**config.mk**
```make
export PLATFORM = sky130hd
export DESIGN_NAME = rx_frame_fsm_flat
export DESIGN_NICKNAME = d
export VERILOG_FILES = /design/src/rtl/rx_frame_fsm_if.sv /design/src/rtl/rx_frame_fsm.sv /design/src/flat_wrapper.sv
export SDC_FILE = /design/constraint.sdc
export NUM_CORES = 1
export LEC_CHECK = 0
export BUFFER_PORTS_ARGS = -buffer_cell sky130_fd_sc_hd__buf_4
export CAP_MARGIN = 30
export CORE_ASPECT_RATIO = 1.5
export CORE_MARGIN = 8
export CORE_UTILIZATION = 48
export CTS_CLUSTER_SIZE = 8
export DETAILED_ROUTE_END_ITERATION = 6
export PLACE_DENSITY = 0.8
export SETUP_SLACK_MARGIN = 0.5
export SLEW_MARGIN = 30
export SYNTH_ARGS = -nofsm -noshare
export SYNTH_HDL_FRONTEND = slang
export SYNTH_SLANG_ARGS = --single-unit
```
**constraint.sdc**
```tcl
create_clock -name clk -period 2.7 [get_ports clk]
set_clock_uncertainty 0.1 [all_clocks]
set_input_delay 0.81 -clock clk [delete_from_list [all_inputs] [get_ports clk]]
set_output_delay 0.81 -clock clk [all_outputs]
set_load 0.01 [all_outputs]
```
**src/rtl/rx_frame_fsm_if.sv**
```systemverilog
// Block stream between the 64b/66b decoder and the MAC-facing side of rx_frame_fsm.
// The master drives the decoded block and flags; the slave returns the framed stream and counters.
interface rx_frame_fsm_if #(
  parameter bit IS_40G = 1'b0,
  parameter int DATA_W = 64,
  parameter int CNT_W  = 16
);
  localparam int KEEP_W      = DATA_W / 8;
  localparam int LANE0_CNT_N = IS_40G ? 1 : 2;

  logic                   block_lock_i;
  logic                   valid_i;
  logic                   ctrl_v_i;
  logic                   idle_v_i;
  logic                   term_v_i;
  logic                   err_v_i;
  logic                   ord_v_i;
  logic [LANE0_CNT_N-1:0] start_v_i;
  logic [DATA_W-1:0]      data_i;
  logic [KEEP_W-1:0]      keep_i;

  logic                   valid_o;
  logic [LANE0_CNT_N-1:0] start_o;
  logic                   term_o;
  logic                   err_o;
  logic [DATA_W-1:0]      data_o;
  logic [KEEP_W-1:0]      keep_o;
  logic [CNT_W-1:0]       frames_o;
  logic [CNT_W-1:0]       errs_o;

  modport master (
    output block_lock_i, valid_i, ctrl_v_i, idle_v_i, term_v_i, err_v_i, ord_v_i,
           start_v_i, data_i, keep_i,
    input  valid_o, start_o, term_o, err_o, data_o, keep_o, frames_o, errs_o
  );

  modport slave (
    input  block_lock_i, valid_i, ctrl_v_i, idle_v_i, term_v_i, err_v_i, ord_v_i,
           start_v_i, data_i, keep_i,
    output valid_o, start_o, term_o, err_o, data_o, keep_o, frames_o, errs_o
  );
endinterface

```
**src/rtl/rx_frame_fsm.sv**
```systemverilog
// Simplified clause-49 receive framing FSM: classifies decoded blocks, tracks frame
// boundaries and emits a registered MAC-facing stream with saturating frame/error counters.
module rx_frame_fsm #(
  parameter bit IS_40G = 1'b0,
  parameter int DATA_W = 64,
  parameter int CNT_W  = 16
) (
  input logic           clk,
  input logic           nreset,
  rx_frame_fsm_if.slave bus
);
  localparam int KEEP_W      = DATA_W / 8;
  localparam int LANE0_CNT_N = IS_40G ? 1 : 2;

  typedef enum logic [1:0] {RX_INIT, RX_C, RX_D, RX_E} state_t;
  typedef enum logic [2:0] {CLS_C, CLS_D, CLS_S, CLS_T, CLS_E} cls_t;

  state_t state, state_nxt;
  cls_t   cls;
  logic   accept;
  logic   start_l0, start_l4;

  logic                   valid_d, term_d, err_d, frame_inc, err_inc;
  logic [LANE0_CNT_N-1:0] start_d;
  logic [KEEP_W-1:0]      keep_d;

  logic                   valid_q, term_q, err_q;
  logic [LANE0_CNT_N-1:0] start_q;
  logic [KEEP_W-1:0]      keep_q;
  logic [DATA_W-1:0]      data_q;
  logic [CNT_W-1:0]       frames_q, errs_q;

  assign accept   = bus.block_lock_i && bus.valid_i;
  assign start_l0 = bus.start_v_i[0];
  // The 40G variant has no lane-4 start flag; the index collapses to bit 0 but is masked off.
  assign start_l4 = (LANE0_CNT_N > 1) && bus.start_v_i[LANE0_CNT_N-1];

  always_comb begin : classify
    if (bus.err_v_i)                       cls = CLS_E;
    else if (!bus.ctrl_v_i)                cls = CLS_D;
    else if (start_l0 || start_l4)         cls = (start_l0 && start_l4) ? CLS_E : CLS_S;
    else if (bus.term_v_i)                 cls = CLS_T;
    else if (bus.idle_v_i || bus.ord_v_i)  cls = CLS_C;
    else                                   cls = CLS_E;
  end

  // NOTE: non-blocking assignments for all clocked state so every register samples pre-edge values.
  always_ff @(posedge clk or negedge nreset) begin : state_reg
    if (!nreset) state <= RX_INIT;
    else         state <= state_nxt;
  end

  always_comb begin : next_state
    // NOTE: default assignment first so every path drives state_nxt and no latch is inferred.
    state_nxt = state;
    if (!bus.block_lock_i) begin
      state_nxt = RX_INIT;
    end else if (bus.valid_i) begin
      case (state)
        RX_D: begin
          case (cls)
            CLS_D:   state_nxt = RX_D;
            CLS_T:   state_nxt = RX_C;
            default: state_nxt = RX_E;
          endcase
        end
        default: begin
          case (cls)
            CLS_C:   state_nxt = RX_C;
            CLS_S:   state_nxt = RX_D;
            default: state_nxt = RX_E;
          endcase
        end
      endcase
    end
  end

  always_comb begin : output_dec
    valid_d   = 1'b0;
    start_d   = '0;
    term_d    = 1'b0;
    err_d     = 1'b0;
    keep_d    = '0;
    frame_inc = 1'b0;
    err_inc   = 1'b0;
    if (!bus.block_lock_i) begin
      // Losing lock mid-frame must be visible to the MAC as an aborted block.
      if (state == RX_D) begin
        valid_d = 1'b1;
        err_d   = 1'b1;
        err_inc = 1'b1;
      end
    end else if (bus.valid_i) begin
      valid_d = 1'b1;
      err_d   = (state_nxt == RX_E);
      err_inc = err_d && (state != RX_E);
      case (cls)
        CLS_D: keep_d = '1;
        CLS_S: begin
          start_d = bus.start_v_i;
          keep_d  = start_l0 ? ~KEEP_W'(1) : ~KEEP_W'(8'h1F);
        end
        CLS_T: begin
          term_d    = (state == RX_D);
          frame_inc = term_d;
          keep_d    = bus.keep_i << 1;
        end
        default: keep_d = '0;
      endcase
    end
  end

  always_ff @(posedge clk or negedge nreset) begin : out_reg
    if (!nreset) begin
      valid_q  <= 1'b0;
      start_q  <= '0;
      term_q   <= 1'b0;
      err_q    <= 1'b0;
      keep_q   <= '0;
      data_q   <= '0;
      frames_q <= '0;
      errs_q   <= '0;
    end else begin
      valid_q <= valid_d;
      start_q <= start_d;
      term_q  <= term_d;
      err_q   <= err_d;
      keep_q  <= keep_d;
      if (accept)                          data_q   <= bus.data_i;
      if (frame_inc && (frames_q != '1))   frames_q <= frames_q + CNT_W'(1);
      if (err_inc && (errs_q != '1))       errs_q   <= errs_q + CNT_W'(1);
    end
  end

  assign bus.valid_o  = valid_q;
  assign bus.start_o  = start_q;
  assign bus.term_o   = term_q;
  assign bus.err_o    = err_q;
  assign bus.keep_o   = keep_q;
  assign bus.data_o   = data_q;
  assign bus.frames_o = frames_q;
  assign bus.errs_o   = errs_q;
endmodule

```
**src/flat_wrapper.sv**
```systemverilog
// flat-port wrapper written by rule: the top's interface ports become plain ports
module rx_frame_fsm_flat 
#(
  parameter bit IS_40G = 1'b0,
  parameter int DATA_W = 64,
  parameter int CNT_W  = 16
)
  (clk, nreset, bus_block_lock_i, bus_valid_i, bus_ctrl_v_i, bus_idle_v_i, bus_term_v_i, bus_err_v_i, bus_ord_v_i, bus_start_v_i, bus_data_i, bus_keep_i, bus_valid_o, bus_start_o, bus_term_o, bus_err_o, bus_data_o, bus_keep_o, bus_frames_o, bus_errs_o);
  rx_frame_fsm_if #(.IS_40G(IS_40G), .DATA_W(DATA_W), .CNT_W(CNT_W)) bus_i ();
  input logic clk;
  input logic nreset;
  input wire logic [$bits(bus_i.block_lock_i)-1:0] bus_block_lock_i;
  input wire logic [$bits(bus_i.valid_i)-1:0] bus_valid_i;
  input wire logic [$bits(bus_i.ctrl_v_i)-1:0] bus_ctrl_v_i;
  input wire logic [$bits(bus_i.idle_v_i)-1:0] bus_idle_v_i;
  input wire logic [$bits(bus_i.term_v_i)-1:0] bus_term_v_i;
  input wire logic [$bits(bus_i.err_v_i)-1:0] bus_err_v_i;
  input wire logic [$bits(bus_i.ord_v_i)-1:0] bus_ord_v_i;
  input wire logic [$bits(bus_i.start_v_i)-1:0] bus_start_v_i;
  input wire logic [$bits(bus_i.data_i)-1:0] bus_data_i;
  input wire logic [$bits(bus_i.keep_i)-1:0] bus_keep_i;
  output wire logic [$bits(bus_i.valid_o)-1:0] bus_valid_o;
  output wire logic [$bits(bus_i.start_o)-1:0] bus_start_o;
  output wire logic [$bits(bus_i.term_o)-1:0] bus_term_o;
  output wire logic [$bits(bus_i.err_o)-1:0] bus_err_o;
  output wire logic [$bits(bus_i.data_o)-1:0] bus_data_o;
  output wire logic [$bits(bus_i.keep_o)-1:0] bus_keep_o;
  output wire logic [$bits(bus_i.frames_o)-1:0] bus_frames_o;
  output wire logic [$bits(bus_i.errs_o)-1:0] bus_errs_o;
  assign bus_i.block_lock_i = bus_block_lock_i;
  assign bus_i.valid_i = bus_valid_i;
  assign bus_i.ctrl_v_i = bus_ctrl_v_i;
  assign bus_i.idle_v_i = bus_idle_v_i;
  assign bus_i.term_v_i = bus_term_v_i;
  assign bus_i.err_v_i = bus_err_v_i;
  assign bus_i.ord_v_i = bus_ord_v_i;
  assign bus_i.start_v_i = bus_start_v_i;
  assign bus_i.data_i = bus_data_i;
  assign bus_i.keep_i = bus_keep_i;
  assign bus_valid_o = bus_i.valid_o;
  assign bus_start_o = bus_i.start_o;
  assign bus_term_o = bus_i.term_o;
  assign bus_err_o = bus_i.err_o;
  assign bus_data_o = bus_i.data_o;
  assign bus_keep_o = bus_i.keep_o;
  assign bus_frames_o = bus_i.frames_o;
  assign bus_errs_o = bus_i.errs_o;
  rx_frame_fsm #(.IS_40G(IS_40G), .DATA_W(DATA_W), .CNT_W(CNT_W)) u_core (.clk(clk), .nreset(nreset), .bus(bus_i));
endmodule
```
==> flow_summary.json, run 1 <==
{
  "outcome": "completed",
  "crit_type": "input port to register",
  "p_comb_frac": 0.215,
  "cp_num_buf_inv": 2,
  "top_usage_layer": "met2",
  "setup_viol": 0,
  "antenna_found_initial": 0,
  "row_count": 43,
  "final_hold_viol_count": 0,
  "final-max-slew-violation-count": 0,
  "r2r-start": "u_core.state[0]",
  "place.gp.congestion": 0.779,
  "antennaDiodeCount": 0,
  "seqPwrFrac": 0.475,
  "syn_to_final_growth_pct": 46.6,
  "grt_pass1_vias": 3552,
  "grt_start_max_net_pins": 71,
  "route.final.wire_length_mm": 11.8,
  "synth_seq_cells": 111,
  "cp.arrival_ns": 2.33,
  "fin_nets": 620,
  "yosys.area.top_type_share": 0.617,
  "wl_per_cell_um": 18.1,
  "fin_hold_ws_ns": 0.315,
  "post-route-cell-area_mm2": 0.00660,
  "min_period_ns": 2.22,
  "max_stage_delay_ns": 0.58,
  "grt_usage": 0.181,
  "gr-usage-met3": 0.0456,
  "synth_area_mm2": 0.00450,
  "cts_buffer_depth": 2,
  "hold_path.class": "input port to asynchronous set/reset pin",
  "synth_commonest_cells": "dfrtp_1, mux2_2, xnor2_1, nand2_1",
  "cts_tree": "done",
  "synth_cell_type_count": 36,
  "crit_path_top_delay_cell": "or4b_4",
  "num_io_pins": 192,
  "place_area_mm2": 0.00616,
  "yosysSeqAreaShare": 0.617,
  "p_sw_frac": 0.259,
  "clkLatencyLatePin_ns": 0.33,
  "finalSetupTns_ns": 0,
  "synth_edf_count": 0,
  "root_buffer": "clkbuf_16",
  "clk_pin_slew_ns": 0.07,
  "synth_xor_area_frac": 0.0564,
  "tightestPinTransition_ns": 0.457,
  "port_buffers": 190,
  "crit_path_start_kind": "input port",
  "cts_made_buffers": 9,
  "synth_adder_area_share": 0.00556,
  "synth_compound_area_frac": 0.0283,
  "drt_first_pass_iters": 4,
  "layout-drive-gt1-share": 0.572,
  "critPathCaptureType": "register",
  "die_width_um": 95.1,
  "ant_nets": 0,
  "clock_power_share": 0.311,
  "die_y_um": 135,
  "htree_levels": 3,
  "initial_core_util": 0.490,
  "largest_reg_flops": 64,
  "synth.most_common_cell": "dfrtp_1",
  "synth_area_leaders": "dfrtp_1, mux2_2, xnor2_1, nand4_1, nand2_1",
  "synthSimpleGateAreaFrac": 0.113,
  "mappedNetlistNets": 415,
  "yosysTopAreaCell": "dfrtp_1",
  "syn_area_per_cell_um2": 13.6,
  "leakage_nw": 3.22,
  "ctsHoldBuffers": 0,
  "p_switching_w": 0.00109,
  "maxCapViolCount": 0,
  "rsz0062_at_grt": "yes",
  "use_met2": 0.331,
  "use_met1": 0.189,
  "cts.sinks": 111,
  "fin_util": 0.718,
  "synth-main-ff-cell": "dfrtp_1",
  "critPathTopFamily": "simple AND/OR/NAND/NOR gates",
  "cp_data_required_time_ns": 2.82,
  "die-area_mm2": 0.0128,
  "core_area_mm2": 0.00920,
  "drcViolationCount": 0,
  "vias": 3320,
  "slew_headroom": 0.695,
  "gr-total-overflow": 0,
  "cp_max_fo": 4,
  "grt_pass1_wl_mm": 18.2,
  "peakVddDrop_mv": 0.407,
  "synthMuxAreaShare": 0.170,
  "vias_per_cell": 5.09,
  "p_int_w": 0.00312,
  "synth_top_family_by_area": "multiplexers",
  "place.detailed.hpwl_mm": 8.98,
  "max_freq_mhz": 451,
  "path_cells": "buf_8 -> or4b_4 -> nor2_8 -> nand4_4 -> inv_2 -> nand3_4 -> nor2_4 -> nand4_1 -> xnor2_1",
  "drt_iter0_drc": 98,
  "syn_inst": 330,
  "yosys_warnings": 0,
  "crit_path_start": "bus_start_v_i[1]",
  "power_density_mw_per_mm2": 638,
  "async_reset_ff_frac": 1.00,
  "finalCritPeriodShare": 0.821
}
[placed cells by master (no fill, tap or decap), types with 7 or more instances in the layout]
cell and n:
and3_1 8, xnor2_1 21, mux2_2 66, a21oi_1 8
nand4_1 14, clkbuf_16 9, nand3_1 7, dfrtp_1 111
buf_4 199, nor2_1 12, nand2_1 18
[routing by layer]
metal  part of all wire  up-vias
met2               0.56      115
met1               0.35     1613
met5                  0        -
li1                   -     1573
met4              0.023        0
met3              0.067       19
[worst reg2reg max path: cells and delay by family, from the launching register on]
kind / cells / cell delay [ns]
buf+inv: 1 / 0.19
mux: 1 / 0.30
compound gates: 3 / 0.34
flops: 1 / 0.44
simple gates: 1 / 0.58
[power by group through the flow]
stage | sequential [W] | clock (W) | combinational (W)
floorplan | 0.00209 | 0 | 0.000297
global placement | 0.00202 | 0 | 0.000872
detailed placement | 0.00203 | 0 | 0.000895
CTS | 0.00200 | 0.00136 | 0.000903
global route | 0.00203 | 0.00141 | 0.000972
finish | 0.00200 | 0.00131 | 0.000904
[path summary, 6_finish.rpt]
path	end	slack, ns	cells past startpoint
hold / removal	u_core.bus.errs_o[6]	0.32	1
hold reg to reg	u_core.bus.errs_o[5]	0.39	1
min in group clk	u_core.bus.errs_o[5]	0.39	1
max in group asynchronous	u_core.bus.data_o[13]	1.46	2
setup / recovery	u_core.bus.frames_o[10]	0.48	9
setup reg to reg	u_core.bus.errs_o[1]	0.64	6
[metrics by stage]
stage | setup WS (ns) | total power, W | instances
2_1_floorplan | 0.291 | 0.00239 | 330
3_3_place_gp | 0.0135 | 0.00289 | 629
3_5_place_dp | 0.00917 | 0.00293 | 629
4_1_cts | 0.445 | 0.00426 | 648
5_1_grt | 0.385 | 0.00442 | 652
6_report | 0.482 | 0.00421 | 652
[layout make-up]
cell class / count / area, µm²
inverters: 2 / 7.51
clock inverters: 4 / 55.1
fillers: 639 / 2600
clock buffers: 12 / 246
well taps: 112 / 140
multi-input cells: 208 / 1820
flip-flops and latches: 111 / 2780
repair buffers: 203 / 1560
[logic make-up after synthesis]
kind of cell / after synthesis
DFF: 111
and+or+nand+nor: 89
adders and majority gates: 2
muxes: 68
buffers and inverters: 12
xor gates and xnor gates: 29
AOI/OAI and AO/OA: 19
[timing repair]
item / 4_1_cts / 5_1_grt
pin swaps: 3 / 18
setup endpoints to repair: 19 / 31
buffers inserted: 3 / 3
resized for setup: 6 / 8
cloned: 0 / 1
Note: power is estimated with default switching activity, not from simulation.
==> run 2, diff against run 1 <==
--- a/config.mk
+++ b/config.mk
@@ -5,14 +5,15 @@
 export SDC_FILE = /design/constraint.sdc
 export NUM_CORES = 1
 export LEC_CHECK = 0
+export ABC_AREA = 1
 export BUFFER_PORTS_ARGS = -buffer_cell sky130_fd_sc_hd__buf_4
 export CAP_MARGIN = 30
 export CORE_ASPECT_RATIO = 1.5
 export CORE_MARGIN = 8
-export CORE_UTILIZATION = 48
+export CORE_UTILIZATION = 44
 export CTS_CLUSTER_SIZE = 8
 export DETAILED_ROUTE_END_ITERATION = 6
-export PLACE_DENSITY = 0.8
+export PLACE_DENSITY = 0.76
 export SETUP_SLACK_MARGIN = 0.5
 export SLEW_MARGIN = 30
 export SYNTH_ARGS = -nofsm -noshare
==> constraint.sdc (replaced) <==
create_clock -name clk -period 2 [get_ports clk]
set_clock_uncertainty 0.1 [all_clocks]
set_input_delay 0.6 -clock clk [delete_from_list [all_inputs] [get_ports clk]]
set_output_delay 0.6 -clock clk [all_outputs]
set_load 0.01 [all_outputs]
==> run 2 against run 1 <==
Die area rose by 18%. Clock power is 31% higher. Count of clock-buffer cells in the layout down 3. Sequential cell count is the same. Largest cell class unchanged.
==> flow_summary.json, run 2 <==
{
  "tightestPinTransition_ns": 0.362,
  "synth_area_mm2": 0.00499,
  "syn_to_final_growth_pct": 68.6,
  "min_period_ns": 1.72,
  "initial_core_util": 0.451,
  "final_hold_viol_count": 0,
  "synth_commonest_cells": "dfrtp_1, nand2_1, mux2_2, inv_1, nor2_1",
  "place.detailed.hpwl_mm": 11.0,
  "vias_per_cell": 5.11,
  "yosysTopAreaCell": "dfrtp_1",
  "crit_type": "register to register",
  "drt_iter0_drc": 167,
  "row_count": 47,
  "grt_usage": 0.217,
  "p_int_w": 0.00446,
  "cts_tree": "done",
  "rsz0062_at_grt": "yes",
  "setup_viol": 0,
  "drt_first_pass_iters": 4,
  "port_buffers": 190,
  "die-area_mm2": 0.0151,
  "fin_nets": 834,
  "root_buffer": "clkbuf_16",
  "grt_pass1_wl_mm": 25.4,
  "wl_per_cell_um": 19.6,
  "yosys_warnings": 0,
  "total_power_w": 0.00627,
  "largest_reg_flops": 64,
  "synth_seq_cells": 111,
  "maxCapViolCount": 0,
  "cp_data_required_time_ns": 2.13,
  "worst_slack_ns": 0.283,
  "cp.arrival_ns": 1.84,
  "die_y_um": 146,
  "cts_made_buffers": 9,
  "critPathCaptureType": "register",
  "drcViolationCount": 0,
  "max_stage_delay_ns": 0.43,
  "p_sw_frac": 0.288,
  "outcome": "completed",
  "r2r_cells": 9,
  "cp_max_fo": 8,
  "yosysSeqAreaShare": 0.557,
  "cts_buffer_depth": 2,
  "hold_path.class": "input port to asynchronous set/reset pin",
  "clkLatencyLatePin_ns": 0.34,
  "path_cells": "ha_4 -> inv_4 -> nor3_4 -> nand2_2 -> nor2_4 -> nor2_4 -> buf_12 -> buf_8 -> xor2_1",
  "seqPwrFrac": 0.436,
  "die_width_um": 103,
  "yosys.area.top_type_share": 0.557,
  "layout-drive-gt1-share": 0.591,
  "reg2reg_slack_ns": 0.28,
  "syn_inst": 466,
  "place.gp.congestion": 0.855,
  "slew_headroom": 0.757,
  "dp_slack_ns": -0.0246,
  "synth-main-ff-cell": "dfrtp_1",
  "critPathMostFrequentCell": "nor2_4",
  "p_switching_w": 0.00181,
  "vias": 4605,
  "ant_nets": 0,
  "clock_power_share": 0.273,
  "p_comb_frac": 0.291,
  "core_area_mm2": 0.0111,
  "antenna_found_initial": 1,
  "gr-total-overflow": 0,
  "grt_pass1_vias": 4756,
  "cp_num_buf_inv": 3,
  "mappedNetlistNets": 551,
  "final_common_cell": "buf_4",
  "max_freq_mhz": 582,
  "htree_levels": 3,
  "async_reset_ff_frac": 1.00,
  "clk_pin_slew_ns": 0.08,
  "power_density_mw_per_mm2": 746,
  "syn_area_per_cell_um2": 10.7,
  "crit_path_top_delay_cell": "dfrtp_1",
  "finalCritPeriodShare": 0.859,
  "leakage_nw": 4.18,
  "synth_edf_count": 0,
  "peakVddDrop_mv": 0.502,
  "cp.depth": 9,
  "cts.sinks": 111,
  "grt_start_max_net_pins": 59,
  "critPathTopFamily": "flip-flops",
  "final-max-slew-violation-count": 0,
  "synth_area_leaders": "dfrtp_1, mux2_2, nand2_1, xor2_1, nand3_1",
  "route.final.wire_length_mm": 17.7,
  "crit_path_start_kind": "register",
  "synth_cell_type_count": 32,
  "layout.cells.most_common_list": "buf_4, buf_6, dfrtp_1",
  "num_io_pins": 192,
  "synth.most_common_cell": "dfrtp_1"
}
[run 2: final cells by class]
class	instances	area, µm²
Sequential cell	111	2790
Timing Repair Buffer	284	2670
Fill cell	694	2650
Multi-Input combinational cell	303	2310
Clock buffer	9	225
Tap cell	147	184
Inverter	39	169
Clock inverter	6	55.1
Timing Repair inverter	1	7.51
Antenna cell	1	2.50
[run 2: cell families (layout without fill, tap and decap cells)]
logic type      Yosys count  after routing  synth area share
mux                      64             64             0.144
other cells               0              1                 0
flops                   111            111             0.557
xor+xnor                 28             28            0.0491
simple gates            181            181             0.164
buf+inv                  52            339            0.0474
compound gates           28             28            0.0334
fa+ha+maj                 2              2           0.00501
[run 2: power groups by stage]
stage	logic [W]	clock network (W)	registers, W
finish	0.00183	0.00171	0.00273
global route	0.00194	0.00185	0.00275
CTS	0.00164	0.00174	0.00271
detailed placement	0.00131	0	0.00272
global placement	0.00128	0	0.00270
floorplan	0.000481	0	0.00282
[run 2: routing by layer]
| metal | track usage | share of wire | vias to the layer above |
|---|---|---|---|
| li1 | - | - | 2092 |
| met1 | 0.236 | 0.36 | 2284 |
| met2 | 0.391 | 0.53 | 196 |
| met3 | 0.0585 | 0.085 | 33 |
| met4 | 0.0662 | 0.030 | 0 |
| met5 | 0 | 0 | - |
[run 2: worst paths after layout]
check	from	end
setup / recovery	u_core.bus.frames_o[1]	u_core.bus.frames_o[0]
min in group clk	bus_data_i[4]	u_core.bus.data_o[4]
max in group asynchronous	nreset	u_core.bus.errs_o[9]
hold reg to reg	u_core.bus.frames_o[15]	u_core.bus.frames_o[15]
hold / removal	nreset	u_core.bus.data_o[3]
setup reg to reg	u_core.bus.frames_o[1]	u_core.bus.frames_o[0]
[run 2: stage by stage]
| stage | TNS (ns) | hold WS (ns) | utilization | area, µm² | instances |
|---|---|---|---|---|---|
| after detailed placement | -0.0841 | 0.395 | 0.620 | 6860 | 806 |
| after CTS | 0 | 0.0295 | 0.730 | 8070 | 871 |
| after global routing | 0 | 0.0312 | 0.761 | 8410 | 901 |
| final | 0 | 0.0232 | 0.761 | 8410 | 901 |
| after floorplan | 0 | 0.204 | - | 5260 | 466 |
| after global placement | 0 | 0.389 | 0.620 | 6860 | 806 |
[run 2: timing repair]
| action | 4_1_cts | 5_1_grt |
|---|---|---|
| hold buffers | 0 | 0 |
| pin swaps | 11 | 4 |
| setup buffers | 48 | 29 |
| gates cloned | 2 | 0 |
| gates resized for setup | 148 | 35 |
| endpoints found under the setup margin | 142 | 144 |
==> run 3, diff against run 2 <==
--- a/config.mk
+++ b/config.mk
@@ -13,6 +13,7 @@
 export CORE_UTILIZATION = 44
 export CTS_CLUSTER_SIZE = 8
 export DETAILED_ROUTE_END_ITERATION = 6
+export HOLD_SLACK_MARGIN = 0.05
 export PLACE_DENSITY = 0.76
 export SETUP_SLACK_MARGIN = 0.5
 export SLEW_MARGIN = 30
==> run 3 against run 2 <==
Wire length rose by 0.72%. Sequential share of layout area barely moved. Utilization rose by 0.10 points. Setup slack got worse by 0.0032 ns. Clock power barely moved. Largest power group unchanged. Highest routed layer unchanged.
==> flow_summary.json, run 3 (synthesis gave the netlist of run 2 again) <==
{
  "syn_to_final_growth_pct": 68.8,
  "total_power_w": 0.00627,
  "route.final.wire_length_mm": 17.8,
  "grt_pass1_vias": 4709,
  "cp_max_fo": 8,
  "grt_start_max_net_pins": 59,
  "max_freq_mhz": 581,
  "final_hold_viol_count": 0,
  "hold_path.class": "input port to register",
  "rsz0062_at_grt": "yes",
  "antennaDiodeCount": 0,
  "maxCapViolCount": 0,
  "layout.cells.most_common_list": "buf_4, buf_6, dfrtp_1",
  "vias": 4598,
  "outcome": "completed",
  "slew_headroom": 0.757,
  "layout-drive-gt1-share": 0.590,
  "r2r_cells": 9,
  "reg2reg_slack_ns": 0.28,
  "timing.rr.end": "u_core.bus.frames_o[0]",
  "final_common_cell": "buf_4",
  "power_density_mw_per_mm2": 745,
  "fin_hold_ws_ns": 0.381,
  "critPathCaptureType": "register",
  "die-area_mm2": 0.0151,
  "largest_reg_flops": 64,
  "min_from": "bus_data_i[54]",
  "row_count": 47,
  "drcViolationCount": 0,
  "root_buffer": "clkbuf_16",
  "initial_core_util": 0.451,
  "tightestPinTransition_ns": 0.361,
  "grt_pass1_wl_mm": 25.3,
  "final-max-slew-violation-count": 0,
  "clk_pin_slew_ns": 0.08,
  "ant_nets": 0,
  "vias_per_cell": 5.10,
  "cts_made_buffers": 9,
  "leakage_nw": 4.19,
  "crit_type": "register to register",
  "num_io_pins": 192,
  "port_buffers": 190,
  "die_y_um": 146,
  "cts.sinks": 111,
  "htree_levels": 3,
  "cp.arrival_ns": 1.85,
  "setup_viol": 0,
  "die_width_um": 103,
  "wl_per_cell_um": 19.8,
  "place.gp.congestion": 0.855,
  "finalCritPeriodShare": 0.860,
  "grt_usage": 0.216,
  "antenna_found_initial": 0,
  "cts_tree": "done",
  "hold_end": "u_core.bus.data_o[54]",
  "cp_data_required_time_ns": 2.13,
  "r2r-start": "u_core.bus.frames_o[1]",
  "drt_iter0_drc": 149,
  "gr-total-overflow": 0,
  "fin_nets": 835,
  "drt_first_pass_iters": 4,
  "min_period_ns": 1.72,
  "core_area_mm2": 0.0111,
  "peakVddDrop_mv": 0.507,
  "cts_buffer_depth": 2,
  "whs_path_depth": 2,
  "crit_path_start_kind": "register",
  "place.detailed.hpwl_mm": 11.0,
  "clkLatencyLatePin_ns": 0.34
}
[run 3: cell types whose count changed in the layout (fill, tap and decap cells not counted), sizes merged]
cell	previous run	this run
dlygate4sd3	0	1
diode	1	0
[run 3: worst max-delay path by stage]
stage	start	to	slack, ns	depth (start not counted)
after floorplan	bus_start_v_i[1]	u_core.bus.errs_o[6]	0.25	14
after global placement	bus_start_v_i[1]	u_core.bus.frames_o[5]	0.05	11
after detailed placement	bus_start_v_i[1]	u_core.bus.errs_o[0]	-0.02	14
after CTS	u_core.bus.errs_o[1]	bus_errs_o[1]	0.29	2
after global routing	u_core.bus.errs_o[1]	u_core.bus.errs_o[6]	0.20	9
final	u_core.bus.frames_o[1]	u_core.bus.frames_o[0]	0.28	9
[run 3: repair_timing]
item / CTS / global route
endpoints found under the setup margin: 142 / 169
setup buffers: 48 / 29
pin swaps: 11 / 4
hold endpoints to repair: 17 / 0
hold buffers: 1 / 0
resized for setup: 148 / 36
gates cloned: 2 / 0
[run 3: cell type report]
class | instances | area, µm²
timing repair buffer | 285 | 2690
clock inverter | 6 | 55.1
multi-input combinational | 303 | 2310
inverter | 39 | 169
fill | 684 | 2630
timing repair inverter | 1 | 7.51
sequential | 111 | 2790
tap | 147 | 184
clock buffer | 9 | 225
[run 3: stage by stage]
stage | utilization | cell area [µm²] | instances | TNS (ns) | worst slack (ns)
after global placement | 0.620 | 6860 | 806 | 0 | 0.0504
after detailed placement | 0.620 | 6860 | 806 | -0.0841 | -0.0246
after global routing | 0.762 | 8420 | 901 | 0 | 0.201
after CTS | 0.730 | 8080 | 872 | 0 | 0.292
after floorplan | - | 5260 | 466 | 0 | 0.252
final | 0.762 | 8420 | 901 | 0 | 0.280
[run 3: critical path: stages (launching register included)]
cell and delay (ns):
dfrtp_1 0.43, ha_4 0.18, inv_4 0.05, nor3_4 0.15, nand2_2 0.11, nor2_4 0.12
nor2_4 0.05, buf_12 0.14, buf_8 0.14, xor2_1 0.14
[run 3: per-layer routing]
| layer | vias to the layer above | share of wire | global-route usage |
|---|---|---|---|
| met4 | 0 | 0.032 | 0.0604 |
| li1 | 2092 | - | - |
| met2 | 204 | 0.52 | 0.391 |
| met5 | - | 0 | 0 |
| met1 | 2263 | 0.36 | 0.235 |
| met3 | 39 | 0.087 | 0.0585 |
[run 3: report_power, final]
part           leakage [nW]  internal, W  total, W  switching [W]
clock network         0.132     0.000861   0.00171       0.000851
registers              1.34      0.00250   0.00273       0.000230
logic                  2.71      0.00110   0.00183       0.000724
total                  4.19      0.00447   0.00627        0.00181
